`src/rtl/aud_rmm_arb.sv`:
```
// aud_rmm_arb: two-port round-robin arbiter and command sequencer for the aud_rmm engine.
// Grants one read/write transaction at a time, drives the aud_rmm command interface,
// and returns read data / error to the winning requester.
// Optional build macro: AUD_ARB_TIMEOUT_EN adds a WAIT watchdog, the rmm_rst_req pulse
// and the sticky timeout_seen output.
module aud_rmm_arb #(
    parameter int unsigned CMD_CYCLES     = 3,
    parameter int unsigned TIMEOUT_CYCLES = 1024
) (
    input  logic        aud_ck,
    input  logic        rst,
    input  logic        req0_valid,
    output logic        req0_ready,
    input  logic        req0_write,
    input  logic [31:0] req0_addr,
    input  logic [31:0] req0_wdata,
    input  logic [1:0]  req0_size,
    input  logic        req1_valid,
    output logic        req1_ready,
    input  logic        req1_write,
    input  logic [31:0] req1_addr,
    input  logic [31:0] req1_wdata,
    input  logic [1:0]  req1_size,
    output logic        rsp0_valid,
    output logic [31:0] rsp0_rdata,
    output logic        rsp0_err,
    output logic        rsp1_valid,
    output logic [31:0] rsp1_rdata,
    output logic        rsp1_err,
    output logic [31:0] rmm_addr,
    output logic [31:0] rmm_wdata,
    output logic        rmm_data_oe,
    input  logic [31:0] rmm_rdata,
    output logic [1:0]  rmm_size,
    output logic        rmm_we,
    output logic        rmm_re,
    input  logic        rmm_done,
    input  logic        rmm_err,
    output logic        rmm_rst_req,
`ifdef AUD_ARB_TIMEOUT_EN
    output logic        timeout_seen,
`endif
    output logic        busy
);

    if (CMD_CYCLES < 1 || CMD_CYCLES > 15) begin : g_bad_cmd_cycles
        $error("aud_rmm_arb: CMD_CYCLES must be in 1..15");
    end
    if (TIMEOUT_CYCLES < 1 || TIMEOUT_CYCLES > 65535) begin : g_bad_timeout_cycles
        $error("aud_rmm_arb: TIMEOUT_CYCLES must be in 1..65535");
    end

    localparam logic [3:0] CmdLast = 4'(CMD_CYCLES);

    typedef enum logic [1:0] {StIdle, StIssue, StWait, StResp} state_e;

    state_e      state_q;
    logic        last_grant_q;
    logic        gnt_q;
    logic        write_q;
    logic [3:0]  cmd_cnt_q;

    logic        handshake;
    logic        sel_write;
    logic [31:0] sel_addr;
    logic [31:0] sel_wdata;
    logic [1:0]  sel_size;

    logic        rsp_set;
    logic        rsp_port;
    logic        rsp_err_n;
    logic [31:0] rsp_rdata_n;

`ifdef AUD_ARB_TIMEOUT_EN
    localparam logic [15:0] TimeoutLast = 16'(TIMEOUT_CYCLES - 1);
    logic [15:0] wait_cnt_q;
`else
    assign rmm_rst_req = 1'b0;
`endif

    // Round-robin arbitration: on contention the port that did not win last time is ready.
    // Gated by rst so that ready reads 0 while reset is held.
    always_comb begin
        req0_ready = 1'b0;
        req1_ready = 1'b0;
        if (state_q == StIdle && !rst) begin
            if (req0_valid && (!req1_valid || last_grant_q)) begin
                req0_ready = 1'b1;
            end else if (req1_valid) begin
                req1_ready = 1'b1;
            end
        end
    end

    assign handshake = req0_ready | req1_ready;

    // Select the accepted port's request fields.
    always_comb begin
        if (req1_ready) begin
            sel_write = req1_write;
            sel_addr  = req1_addr;
            sel_wdata = req1_wdata;
            sel_size  = req1_size;
        end else begin
            sel_write = req0_write;
            sel_addr  = req0_addr;
            sel_wdata = req0_wdata;
            sel_size  = req0_size;
        end
    end

    // Decide when a response is produced and what it carries.
    always_comb begin
        rsp_set     = 1'b0;
        rsp_port    = gnt_q;
        rsp_err_n   = 1'b0;
        rsp_rdata_n = '0;
        case (state_q)
            StIdle: begin
                // Illegal size is answered directly without touching aud_rmm.
                if (handshake && sel_size == 2'd3) begin
                    rsp_set   = 1'b1;
                    rsp_port  = req1_ready;
                    rsp_err_n = 1'b1;
                end
            end
            StWait: begin
`ifdef AUD_ARB_TIMEOUT_EN
                if (rmm_rst_req) begin
                    rsp_set   = 1'b1;
                    rsp_err_n = 1'b1;
                end else
`endif
                if (rmm_done || rmm_err) begin
                    rsp_set     = 1'b1;
                    rsp_err_n   = rmm_err;
                    rsp_rdata_n = write_q ? 32'h0 : rmm_rdata;
                end
            end
            default: ;
        endcase
    end

    // Per-port response registers; rdata/err hold until the next response to that port.
    always_ff @(posedge aud_ck or posedge rst) begin
        if (rst) begin
            rsp0_valid <= 1'b0;
            rsp0_rdata <= '0;
            rsp0_err   <= 1'b0;
            rsp1_valid <= 1'b0;
            rsp1_rdata <= '0;
            rsp1_err   <= 1'b0;
        end else begin
            rsp0_valid <= rsp_set & ~rsp_port;
            rsp1_valid <= rsp_set & rsp_port;
            if (rsp_set && !rsp_port) begin
                rsp0_rdata <= rsp_rdata_n;
                rsp0_err   <= rsp_err_n;
            end
            if (rsp_set && rsp_port) begin
                rsp1_rdata <= rsp_rdata_n;
                rsp1_err   <= rsp_err_n;
            end
        end
    end

    // Transaction sequencer with registered aud_rmm command outputs.
    always_ff @(posedge aud_ck or posedge rst) begin
        if (rst) begin
            state_q      <= StIdle;
            last_grant_q <= 1'b1;
            gnt_q        <= 1'b0;
            write_q      <= 1'b0;
            cmd_cnt_q    <= '0;
            rmm_addr     <= '0;
            rmm_wdata    <= '0;
            rmm_size     <= '0;
            rmm_we       <= 1'b0;
            rmm_re       <= 1'b0;
            rmm_data_oe  <= 1'b0;
            busy         <= 1'b0;
`ifdef AUD_ARB_TIMEOUT_EN
            wait_cnt_q   <= '0;
            rmm_rst_req  <= 1'b0;
            timeout_seen <= 1'b0;
`endif
        end else begin
`ifdef AUD_ARB_TIMEOUT_EN
            rmm_rst_req <= 1'b0;
`endif
            case (state_q)
                StIdle: begin
                    if (handshake) begin
                        gnt_q        <= req1_ready;
                        last_grant_q <= req1_ready;
                        busy         <= 1'b1;
                        if (sel_size == 2'd3) begin
                            state_q <= StResp;
                        end else begin
                            state_q     <= StIssue;
                            write_q     <= sel_write;
                            rmm_addr    <= sel_addr;
                            rmm_wdata   <= sel_wdata;
                            rmm_size    <= sel_size;
                            rmm_we      <= sel_write;
                            rmm_re      <= ~sel_write;
                            rmm_data_oe <= sel_write;
                            cmd_cnt_q   <= 4'd1;
                        end
                    end
                end
                StIssue: begin
                    // Strobe has been high cmd_cnt_q cycles; drop it after the last one.
                    if (cmd_cnt_q == CmdLast) begin
                        rmm_we  <= 1'b0;
                        rmm_re  <= 1'b0;
                        state_q <= StWait;
`ifdef AUD_ARB_TIMEOUT_EN
                        wait_cnt_q <= '0;
`endif
                    end else begin
                        cmd_cnt_q <= cmd_cnt_q + 4'd1;
                    end
                end
                StWait: begin
                    if (rsp_set) begin
                        state_q     <= StResp;
                        rmm_data_oe <= 1'b0;
                    end
`ifdef AUD_ARB_TIMEOUT_EN
                    else if (wait_cnt_q == TimeoutLast) begin
                        rmm_rst_req  <= 1'b1;
                        timeout_seen <= 1'b1;
                    end else begin
                        wait_cnt_q <= wait_cnt_q + 16'd1;
                    end
`endif
                end
                StResp: begin
                    state_q <= StIdle;
                    busy    <= 1'b0;
                end
                default: state_q <= StIdle;
            endcase
        end
    end

endmodule

```
`config.mk`:
```
export PLATFORM = sky130hd
export DESIGN_NAME = aud_rmm_arb
export DESIGN_NICKNAME = d
export VERILOG_FILES = /design/src/rtl/aud_rmm_arb.sv
export SDC_FILE = /design/constraint.sdc
export NUM_CORES = 1
export LEC_CHECK = 0
export CAP_MARGIN = 30
export CORE_UTILIZATION = 45
export CTS_CLUSTER_SIZE = 20
export DETAILED_ROUTE_END_ITERATION = 6
export HOLD_SLACK_MARGIN = 0.08
export PLACE_DENSITY = 0.83
export REMOVE_ABC_BUFFERS = 1
export SYNTH_ARGS = -nofsm -noshare
export SYNTH_HDL_FRONTEND = slang
export SYNTH_SLANG_ARGS = --single-unit
```
`constraint.sdc`:
```
create_clock -name aud_ck -period 13.5 [get_ports aud_ck]
set_input_delay 2.7 -clock aud_ck [delete_from_list [all_inputs] [get_ports aud_ck]]
set_output_delay 2.7 -clock aud_ck [all_outputs]
set_load 0.02 [all_outputs]
```
---- After elaboration in Yosys (flattened, before gate mapping) ----
Cells that the tools add are included.
word-level totals
  flip-flop bits (word level) ............. 147
  latch bits .............................. 0
  RAM bits ................................ 0
  memory bits (read-only) ................. 0
  input port bits ......................... 172
  output and inout port bits .............. 141
  logic and storage cells ................. 95
  memories ................................ 0
cells by class
  add/subtract/negate cells ............... 1
  $mul .................................... 0
  divide/modulo/power cells ............... 0
  $lt $le $gt $ge ......................... 0
  equal/unequal tests ..................... 10
  shift-type cells ........................ 0
  muxes and demuxes ....................... 39
  bitwise logic cells ..................... 6
  reductions and logical operators ........ 21
operators by type and width
  operator                                                               number
  32-bit 2-to-1 mux                                                      5
  1-bit 2-to-1 mux                                                       18
  4-bit 2-to-1 mux                                                       3
  1-bit one-hot mux with 2 select lines                                  6
  4-bit AND reduction                                                    3
  2-bit 2-to-1 mux                                                       5
  2-bit inequality test, second input constant                           5
  2-bit one-hot mux with 4 select lines                                  1
  4-bit one-hot mux with 2 select lines                                  1
  2-bit equality test, second input constant                             3
  3-bit AND reduction                                                    2
  2-bit nonzero test                                                     3
  1-bit logical AND                                                      5
  4-bit by 1-bit adder with 4-bit output, second input constant          1
  4-bit by 2-bit equality test with 1-bit output, second input constant  1
  2-bit AND reduction                                                    2
  1-bit zero test                                                        3
  1-bit inverter                                                         3
  1-bit AND                                                              2
  2-bit by 1-bit equality test with 1-bit output, second input constant  1
  2-bit zero test                                                        1
  1-bit logical OR                                                       2
  1-bit OR                                                               1

---- Depth between registers and ports, before layout ----
  depth in word-level cells ............... 12
  depth in mapped cells ................... 10
  depth with buffers taken out ............ 8

---- Worst setup path after synthesis ----
No wires, ideal clock.
  path type ............................... input-to-output
  from .................................... input rst
  to ...................................... output req0_ready
  arrival ................................. 6597 ps
  required time ........................... 10800 ps
  setup slack ............................. 4203 ps
  stages on the path ...................... 3
  buffers on the path ..................... 0
  path through ............................ inv_1 > nand3_1 > a21oi_1
between the ends
  word-level cells in the longest chain between the ends .. 3
RTL lines
  item                              line  RTL
  start: declaration                11    input logic rst,
  1-bit zero test (no source line)  --
  1-bit logical AND                 86    if (state_q == StIdle && !rst) begin
  1-bit 2-to-1 mux                  86
  end: declaration                  13    output logic req0_ready,
No other way between the ends.

---- Worst setup path after layout ----
  from .................................... input rst
  to ...................................... output req1_ready
between the ends
  word-level cells in the longest chain between the ends .. 3
RTL lines
  item                              line  RTL
  1-bit zero test (no source line)  --
  1-bit logical AND                 86
  1-bit 2-to-1 mux                  86
  end: declaration                  19    output logic req1_ready,
No other way between the ends.

==> flow_summary.rst <==
.. list-table::
   :header-rows: 1

   * - Metric
     - Value
   * - Level count of the clock H-tree
     - 4
   * - Half-perimeter wire length of the detailed placement result
     - 14.13 mm
   * - Seq/Total Area, Yosys
     - 53.34%
   * - Detail-routed via count per cell
     - 5.155
   * - Most common cell on crit path
     - sky130_fd_sc_hd__clkdlybuf4s50_1
   * - Area of the multi-input gates
     - 2902 sq um
   * - Worst rel slew slack
     - 49.11%
   * - Core box area
     - 14750 sq um
   * - Most frequent standard cell in the layout excluding fill and tap cells
     - sky130_fd_sc_hd__clkdlybuf4s50_1
   * - Unique cell type count in the Yosys netlist
     - 51
   * - Worst setup SP type
     - primary input
   * - Post-synth EDFFs
     - 0
   * - Number of cells upsized or downsized after cts
     - 0
   * - Max stage delay cell, worst path
     - sky130_fd_sc_hd__clkdlybuf4s50_1
   * - Max cap viols
     - 0
   * - Area contributors post-synth
     - sky130_fd_sc_hd__dfrtp_1, sky130_fd_sc_hd__mux2_4, sky130_fd_sc_hd__nand2_1, sky130_fd_sc_hd__a31oi_1, sky130_fd_sc_hd__nor2_1
   * - Hold Buf Count CTS
     - 0
   * - Fraction of synthesized cell area taken by the top area cell type
     - 52.96%
   * - Ys flop type
     - sky130_fd_sc_hd__dfrtp_1
   * - Placement Rows
     - 44
   * - Root Driver
     - sky130_fd_sc_hd__clkbuf_16
   * - Final RePlAce weighted congestion
     - 0.8407
   * - Hold crit path type
     - flop to flop
   * - Largest area contributor in the synthesized netlist
     - sky130_fd_sc_hd__dfrtp_1
   * - Die Area
     - 15830 sq um
   * - Number of global-route vias before repair
     - 5857
   * - Data required time of the critical path
     - 10800 ps
   * - Number of warnings issued by yosys
     - 0
   * - Drt pass-1 iters
     - 7
   * - Total power
     - 0.002517 W
   * - Slowest stage delay, CP
     - 740 ps
   * - Count of clock tree sinks
     - 147
   * - Unrepaired setup endpoints after global routing
     - false
   * - Final setup violation count
     - 0
   * - Data arrival time of the critical path
     - 5100 ps
   * - Register clock-pin slew on the reported worst setup and hold paths
     - 60 ps
   * - Least-Margin Pin Slew
     - 763.4 ps
   * - Critical path fanouts, max
     - 68
   * - Tcrit/Tclk final
     - 57.78%
   * - Remaining global-route overflow
     - 0
   * - Summed negative setup slack over all endpoints
     - 0 ps
   * - Endpoint type of the worst setup path
     - output port
   * - Flip-flop and latch count after synthesis
     - 147
   * - Number of I/O pins
     - 313
   * - Total CTS buffers
     - 17
   * - Type of the worst setup path
     - primary input to output port
   * - Number of port buffers
     - 311
   * - Number of vias after detailed routing
     - 5846
   * - Power per standard cell area
     - 235.8 nW/um^2
   * - Number of buffers and inverters on the critical path
     - 4
   * - Peak supply drop
     - 0.1012 mV
   * - Final critical delay including setup and external delays
     - 7800 ps
   * - Inserted Diodes
     - 0
   * - Count of endpoints failing hold in the final timing report
     - 0
   * - Number of standard cells after synthesis
     - 638
   * - Maximum clock frequency
     - 128.2 MHz
   * - Cell family with most CP delay
     - buffers and inverters
   * - Remaining DRCs
     - 0
   * - Area growth from synthesis to layout
     - 54.70%
   * - Max-slew violation count
     - 0
   * - All-layer global routing usage
     - 25.84%
   * - Run status
     - completed
   * - Starting utilization of the core area
     - 46.76%
   * - TritonCTS clock tree
     - yes
   * - Width of the chip
     - 125.8 um
   * - Sequential cell area
     - 3680 sq um
   * - Initial antenna violation count
     - 0
   * - Proportion of register bits with asynchronous set or reset after synthesis
     - 100.0%
   * - Clock latency on the worst-skew pair
     - 410 ps
   * - Number of fill cells
     - 1057
   * - Internal reg-to-reg setup slack
     - 10350 ps
   * - ANT nets after route
     - 0
   * - Wire length of the first global-routing pass
     - 31.82 mm
   * - Buffers from clock root to sink, at most
     - 2
   * - Vert. Die Dim
     - 125.8 um
   * - Mean instance size in the synthesized netlist
     - 10.81 sq um
   * - Fraction of layout cells with a size suffix above 1
     - 12.95%
   * - Synth Cell Area
     - 6899 sq um
   * - Initial detailed-routing violation count
     - 291
   * - Post-CTS Setup Repair Bufs
     - 0
   * - Total routed wirelength
     - 20.04 mm
   * - Pin count of the biggest net entering global routing
     - 93
   * - Cell leakage power
     - 4.803 nW
   * - Wire length per cell
     - 17.67 um
   * - Crit-path cells
     - clkdlybuf4s50_1 > and3b_4 > nand2_2 > inv_2 > buf_4 > clkdlybuf4s50_1
   * - Post-Route Skew
     - 7.781 ps
   * - Fin nets
     - 1115
   * - Most frequent cells in the layout
     - sky130_fd_sc_hd__clkdlybuf4s50_1, sky130_fd_sc_hd__dfrtp_1, sky130_fd_sc_hd__nand2_1
==> worst paths after layout <==
kind	from	endpoint	cells after the start
setup / recovery	rst	req1_ready	6
hold / removal	write_q	write_q	2
hold reg to reg	write_q	write_q	2
setup reg to reg	state_q[0]	rsp1_err	9
max in group asynchronous	rst	rsp0_err	4
min in group asynchronous	rst	gnt_q	2
==> through the flow <==
stage	utilization [%]	worst slack [ps]	cell area [sq um]	hold slack, ps	instances
after floorplan	-	4203	6625	446.7	598
after CTS	72.15	5705	10650	487.2	1133
after global routing	72.34	5579	10670	515.9	1134
after detailed placement	68.17	5710	10060	472.5	1101
final	72.34	5700	10670	485.0	1134
after global placement	67.99	5758	10030	461.6	1100
==> logic make-up (layout without fill, tap and decap cells) <==
family / count (synthesis) / in the layout / share of synthesized area (%)
buf+inv: 53 / 365 / 4.679
flops: 147 / 147 / 53.34
simple gates: 266 / 266 / 17.05
fa+ha+maj: 6 / 6 / 1.088
compound gates: 97 / 97 / 9.558
mux: 68 / 68 / 14.24
other cells: 1 / 1 / 0.05435
==> state kept, by name, summed over array words and instances, names as in the netlist <==
name and count:
gnt_q 1, rmm_size 2, rsp1_err 1, rsp0_rdata 32, busy 1, rmm_we 1
rmm_addr 32, rmm_re 1, rsp0_valid 1, write_q 1, state_q 2, last_grant_q 1
rsp0_err 1, rsp1_valid 1, rsp1_rdata 32, rmm_wdata 32, cmd_cnt_q 4, rmm_data_oe 1
==> worst min-delay path, stage by stage, from the launching register on <==
cell                      delay (ps)
sky130_fd_sc_hd__dfrtp_1         350
sky130_fd_sc_hd__nand2_1          50
sky130_fd_sc_hd__nand2_1          50
==> report_power, final <==
part / switching, W / internal (W) / total [W]
clock network: 0.000184 / 0.000283 / 0.000466
registers: 0.000130 / 0.000656 / 0.000786
logic: 0.000625 / 0.000640 / 0.00126
total: 0.000939 / 0.00158 / 0.00252
==> cells in the mapped netlist (2+ instances only) <==
master	instances
sky130_fd_sc_hd__clkbuf_1	14
sky130_fd_sc_hd__a32oi_1	2
sky130_fd_sc_hd__nand2b_1	2
sky130_fd_sc_hd__buf_1	2
sky130_fd_sc_hd__buf_12	3
sky130_fd_sc_hd__nor2_1	73
sky130_fd_sc_hd__dfrtp_1	146
sky130_fd_sc_hd__mux2_2	9
sky130_fd_sc_hd__o21ai_1	2
sky130_fd_sc_hd__nand3_1	5
sky130_fd_sc_hd__buf_6	7
sky130_fd_sc_hd__a31oi_1	66
sky130_fd_sc_hd__o31ai_1	2
sky130_fd_sc_hd__and3_1	2
sky130_fd_sc_hd__inv_1	11
sky130_fd_sc_hd__ha_1	6
sky130_fd_sc_hd__o21ai_0	8
sky130_fd_sc_hd__a21oi_1	3
sky130_fd_sc_hd__and2_1	34
sky130_fd_sc_hd__and3_4	2
sky130_fd_sc_hd__inv_2	2
sky130_fd_sc_hd__nand2_1	139
sky130_fd_sc_hd__buf_4	2
sky130_fd_sc_hd__mux2_4	58
sky130_fd_sc_hd__buf_2	12
==> cell type report <==
class	count	area share (%)
clock buffer	21	4.314
clock inverter	11	1.184
inverter	13	0.5041
multi-input combinational	438	27.19
sequential	147	34.48
tap	184	2.157
timing repair buffer	320	30.18
==> per-layer routing <==
layer	share of wire [%]	global-route usage [%]	routed length [um]
met1	40	30.38	7991
met4	2.3	9.213	463
met5	0	0	0
met3	7.1	7.986	1431
met2	51	44.64	10150
(Power assumes the default switching activity.)
